File: src/rtl/regfile_2w2r.sv
// Register file with two combinational read ports, one byte-enabled write port (3)
// and one full-word write port (4); port 4 wins same-address collisions, which are flagged.
module regfile_2w2r #(
  parameter int WIDTH    = 32,
  parameter int AW       = 5,
  parameter int ZERO_REG = 1,
  parameter int BYPASS   = 0
) (
  input  logic               clk,
  input  logic               rst,
  input  logic [AW-1:0]      ra1,
  input  logic [AW-1:0]      ra2,
  output logic [WIDTH-1:0]   rd1,
  output logic [WIDTH-1:0]   rd2,
  input  logic               we3,
  input  logic [AW-1:0]      wa3,
  input  logic [WIDTH-1:0]   wd3,
  input  logic [WIDTH/8-1:0] be3,
  input  logic               we4,
  input  logic [AW-1:0]      wa4,
  input  logic [WIDTH-1:0]   wd4,
  output logic               wcoll
);

  localparam int DEPTH = 1 << AW;
  localparam int NB    = WIDTH / 8;

  if ((WIDTH % 8) != 0 || WIDTH < 8) begin : g_bad_width
    $error("regfile_2w2r: WIDTH must be a positive multiple of 8");
  end
  if (AW < 1 || AW > 8) begin : g_bad_aw
    $error("regfile_2w2r: AW must be in 1..8");
  end

  logic [WIDTH-1:0] mem [DEPTH];

  logic wr3_en;
  logic wr4_en;
  logic coll;

  // Replace the bytes of old_val selected by be with the matching bytes of new_val.
  function automatic logic [WIDTH-1:0] byte_merge(input logic [WIDTH-1:0] old_val,
                                                  input logic [WIDTH-1:0] new_val,
                                                  input logic [NB-1:0]    be);
    logic [WIDTH-1:0] res;
    res = old_val;
    for (int b = 0; b < NB; b++) begin
      if (be[b]) res[8*b +: 8] = new_val[8*b +: 8];
    end
    return res;
  endfunction

  function automatic logic is_zero_addr(input logic [AW-1:0] a);
    return (ZERO_REG != 0) && (a == '0);
  endfunction

  // A write to the hardwired zero register is not a write at all, so it can
  // neither change state nor raise the collision flag.
  always_comb begin
    wr3_en = we3 && !is_zero_addr(wa3);
    wr4_en = we4 && !is_zero_addr(wa4);
    coll   = wr3_en && wr4_en && (wa3 == wa4);
  end

  // NOTE: the whole array is reset here because reset is required to clear every
  // register; this forces flops rather than a RAM macro, which is intended.
  always_ff @(posedge clk) begin
    if (rst) begin
      for (int i = 0; i < DEPTH; i++) begin
        mem[i] <= '0;
      end
      wcoll <= 1'b0;
    end else begin
      // NOTE: non-blocking assignments so every register samples pre-edge values,
      // letting both ports update different entries in the same edge.
      for (int i = 0; i < DEPTH; i++) begin
        if (wr4_en && wa4 == AW'(i)) begin
          mem[i] <= wd4;
        end else if (wr3_en && wa3 == AW'(i)) begin
          mem[i] <= byte_merge(mem[i], wd3, be3);
        end
      end
      wcoll <= coll;
    end
  end

  // Value a read port returns: stored word, optionally overlaid with this cycle's
  // pending writes (port 4 over port 3 over stored bytes).
  function automatic logic [WIDTH-1:0] read_word(input logic [AW-1:0]    ra,
                                                 input logic [WIDTH-1:0] stored,
                                                 input logic             w3,
                                                 input logic             w4);
    logic [WIDTH-1:0] val;
    val = stored;
    if (BYPASS != 0) begin
      if (w4 && ra == wa4) begin
        val = wd4;
      end else if (w3 && ra == wa3) begin
        val = byte_merge(stored, wd3, be3);
      end
    end
    if (is_zero_addr(ra)) val = '0;
    return val;
  endfunction

  // NOTE: every output gets a value on every path through this block, so no latch
  // is inferred.
  always_comb begin
    rd1 = read_word(ra1, mem[ra1], wr3_en, wr4_en);
    rd2 = read_word(ra2, mem[ra2], wr3_en, wr4_en);
  end

endmodule

File: config.mk
export PLATFORM = sky130hd
export DESIGN_NAME = regfile_2w2r
export DESIGN_NICKNAME = d
export VERILOG_FILES = /design/src/rtl/regfile_2w2r.sv
export SDC_FILE = /design/constraint.sdc
export NUM_CORES = 2
export LEC_CHECK = 0
export ABC_AREA = 1
export CAP_MARGIN = 40
export CELL_PAD_IN_SITES_DETAIL_PLACEMENT = 1
export CELL_PAD_IN_SITES_GLOBAL_PLACEMENT = 1
export CORE_AREA = 2 2 374 376
export DETAILED_ROUTE_END_ITERATION = 10
export DIE_AREA = 0 0 376 378
export PLACE_DENSITY_LB_ADDON = 0.15
export REMOVE_ABC_BUFFERS = 1
export SLEW_MARGIN = 25
export SYNTH_ARGS = -nofsm -noshare
export SYNTH_HDL_FRONTEND = slang
export SYNTH_SLANG_ARGS = --single-unit
export TNS_END_PERCENT = 50
File: constraint.sdc
create_clock -name clk -period 2.33 [get_ports clk]
set_input_delay 0.3495 -clock clk [delete_from_list [all_inputs] [get_ports clk]]
set_output_delay 0.3495 -clock clk [all_outputs]
set_load 0.005 [all_outputs]
**After elaboration in Yosys (flattened, before gate mapping)**

Memories as Yosys holds them, arrays and structs flattened.
Index checks and enable logic that the tools add are counted.

- Bits in registers: 1
- Latch bits: 0
- Memory bits (writable): 1,024
- ROM bits: 0
- Bits of input ports: 92
- Word-level logic and storage cells: 1,455
- Memories kept: 1

Memories:

| name | depth | bits a word | rd ports | clocked after Yosys merged registers in | wr ports | RTL line | source |
|---|---|---|---|---|---|---|---|
| mem | 32 | 32 | 2 | 0 | 32 | 35 | `logic [WIDTH-1:0] mem [DEPTH];` |

- $add $sub $neg: 0
- Multipliers: 0
- Div/mod/pow operators: 0
- Order comparisons: 0
- Equality and inequality tests: 191
- Shift operators: 0
- Multiplexer cells: 900
- Bitwise logic cells: 160
- Reduce and logical (&&, ||, !) cells: 202

Operators by type and width:

| kind | number |
|---|---|
| $mux 8 | 640 |
| $mux 32 | 34 |
| $ne 4x4->1 const B | 128 |
| $reduce_and 2->1 | 128 |
| $mux 1 | 226 |
| $eq 5x5->1 const B | 32 |
| $or 1x1->1 | 160 |
| $eq 5x4->1 const B | 16 |
| $logic_and 1x1->1 | 68 |
| $eq 5x3->1 const B | 8 |
| $eq 5x2->1 const B | 4 |
| $logic_not 5->1 | 4 |
| $eq 5x1->1 const B | 2 |
| $eq 5x5->1 | 1 |
| $logic_not 1->1 | 2 |

**Depth between registers and ports, before layout**

- Depth after elaboration: 10
- Gate-level depth with buffers: 13
- Mapped depth without buffers: 11

**Least setup slack after synthesis**

Ideal clock, no wire load.

- Kind: input -> register
- From: input port wa3[4]
- To: memory mem[23][0] (enable)
- Library setup time: 0.384 ns
- Arrival: 1.778 ns
- Setup slack: 0.168 ns
- Stages on the path: 6
- Cell sequence: clkbuf_2 > nand3_4 > buf_4 > nor2_1 > nand2_2 > o21ai_0

RTL lines:

| item | RTL line | source |
|---|---|---|
| start, declared | 16 | `input logic [AW-1:0] wa3,` |
| end, declared | 35 |  |

==> metrics <==
design area=between 80000 and 90000 µm²; die width=376 µm; yosys warns=0; final hold vios=0; Post-route DRC=0; Via density=approximately 6.8; Worst Path Required=approximately 2 ns; Max-cap violations=0; Detail Route Antenna Nets=0; CTS Buf Count=116; Worst Setup Start Kind=flop; Post-synth EDFFs=1024; Vias=76207; DR iter-0 viols=11515; vias in the first global route=approximately 76000; DP Area=between 70000 and 80000 µm²; CP arrival=2.22 ns; DIE AREA=roughly 140000 µm²; gr ovfl total=0; final worst setup slack=-0.238 ns; nets=9400; Critical Path Sink Type=output port; Clock Tree Root=clkbuf_16; total power=52.1 mW; largest net degree at the start of global routing=~120; DP HPWL=245000 µm; Distinct cells, synth=36; core area=139000 µm²; CTS tree=yes; status=finished, violations left; final core area utilization=0.612; most common cell after layout, fill and taps aside=nand2_1; top-area cell type share of the netlist area=0.476; Final period util=1.10; min cycle time layout=2.57 ns; register area share after synthesis=0.476; failing checks=negative setup slack; Clk pin slew, worst setup/hold paths=0.06 ns; first-pass GRT wire length=~510000 µm; placer congestion estimate=1.08; H-tree Lvls=3; share of cells above drive strength 1=0.219; post-synthesis cell count=8637; fin cells=11217; Cell Area, Synth=64600 µm²; area leader, netlist=edfxtp_1; Ports=around 160; PD cells=roughly 610 nW/µm²; final wirelength=about 360000 µm; Setup Total Neg Slack=-5.27 ns; Hold Crit Class=input port to flop; PortBufs=156; Final setup viols=65; Place WS=-0.738 ns; FFs w/ async S/R, synth=0; initial antenna violation count=16; VDD IR max=0.960 mV; WL/cell=between 30 and 40 µm; placed instance count=10921; Worst Tran Pin Value=0.800 ns; Fmax=389 MHz; Pins Over Slew Limit=0; Slew HR=0.467; Die H=378 µm; prevailing post-synth register cell=edfxtp_1; most frequent cells in the layout=nand2_1 (2366), nand3_1 (1114), edfxtp_1 (1024); largest buffer count on any clock path=3; Area contributors post-synth=edfxtp_1 (48%), nand2_1 (15%), nand3_1 (9.7%), o21ai_0 (6.0%), nor2_1 (4.8%); gr usage total=0.484; Rows=137; RSZ-0062 raised after global routing=yes; Sink Count=1025; TritonRoute pass-1 iters=6; synth-to-layout area growth=31.2%; hold slack=0.130 ns; Yosys reg bits=approximately 1000; leakage=between 30 and 40 nW; Mapped Avg Cell Area=7.48 µm²; crit-path max FO=2; starting density of the core=0.467; Crit Path Category=flop to output port
## sequential cells by signal (all words and copies together) (netlist names)
register  count
wcoll         1
mem        1024
## power by group
group	switching [mW]	internal [mW]
Combinational	7.16	3.82
Sequential	0.857	21.7
Clock	8.28	10.2
Total	16.3	35.8
## cells by family (layout without fill, tap and decap cells)
| group | count (synthesis) | after routing | synth area share |
|---|---|---|---|
| AND/OR/NAND/NOR | 4698 | 4698 | 0.305 |
| XOR/XNOR | 2 | 2 | 0.000271 |
| flip-flops | 1025 | 1025 | 0.476 |
| other | 1 | 39 | 0.0000580 |
| AO/OA/AOI/OAI | 1852 | 1852 | 0.153 |
| buffers and inverters | 1059 | 1794 | 0.0661 |
## synthesized netlist by cell type, drive strengths merged, types with 4 or more instances
library cell  count
and3             10
o211ai           13
edfxtp         1024
nand2          2513
nand4            11
clkbuf          541
o21ai           807
clkinv           20
o22ai           450
nor3              8
a21oi           580
inv             217
buf             281
nand3          1286
nor2            865
nand3b            4
## cell type report
cell class,instances,area [µm²]
timing repair buffer,1343,15100
timing repair inverter,1,11.3
inverter,237,978
sequential,1025,30800
clock buffer,145,3090
tap,1807,2260
clock inverter,68,559
fill,16459,53700
antenna,7,17.5
multi-input combinational,6584,32100
## worst paths after layout
| path | from | to | slack [ns] | depth (start not counted) |
|---|---|---|---|---|
| max | mem[5][15] | rd1[15] | -0.24 | 7 |
| min | rst | mem[0][0] | 0.13 | 2 |
## metal layers
| layer | vias up | track usage | share of wire |
|---|---|---|---|
| met1 | 37216 | 0.629 | 0.36 |
| li1 | 31159 | - | - |
| met3 | 1541 | 0.117 | 0.14 |
| met4 | 20 | 0.311 | 0.077 |
| met5 | - | 0 | 0.00032 |
| met2 | 6271 | 0.723 | 0.43 |
## critical path, stage by stage (launching register included)
cell      delay [ns]
edfxtp_1        0.40
a21oi_1         0.18
o21ai_0         0.19
a21oi_2         0.28
nor2_4          0.09
nor2_4          0.18
nor2_4          0.05
buf_2           0.12
## timing repair
item / CTS / global route
setup endpoints to repair: 64 / 168
gates resized for setup: 588 / 474
setup buffers: 32 / 43
pin swaps: 265 / 365
hold buffers: 0 / 0
cloned: 6 / 8
Power figures use the tool's default switching activity.
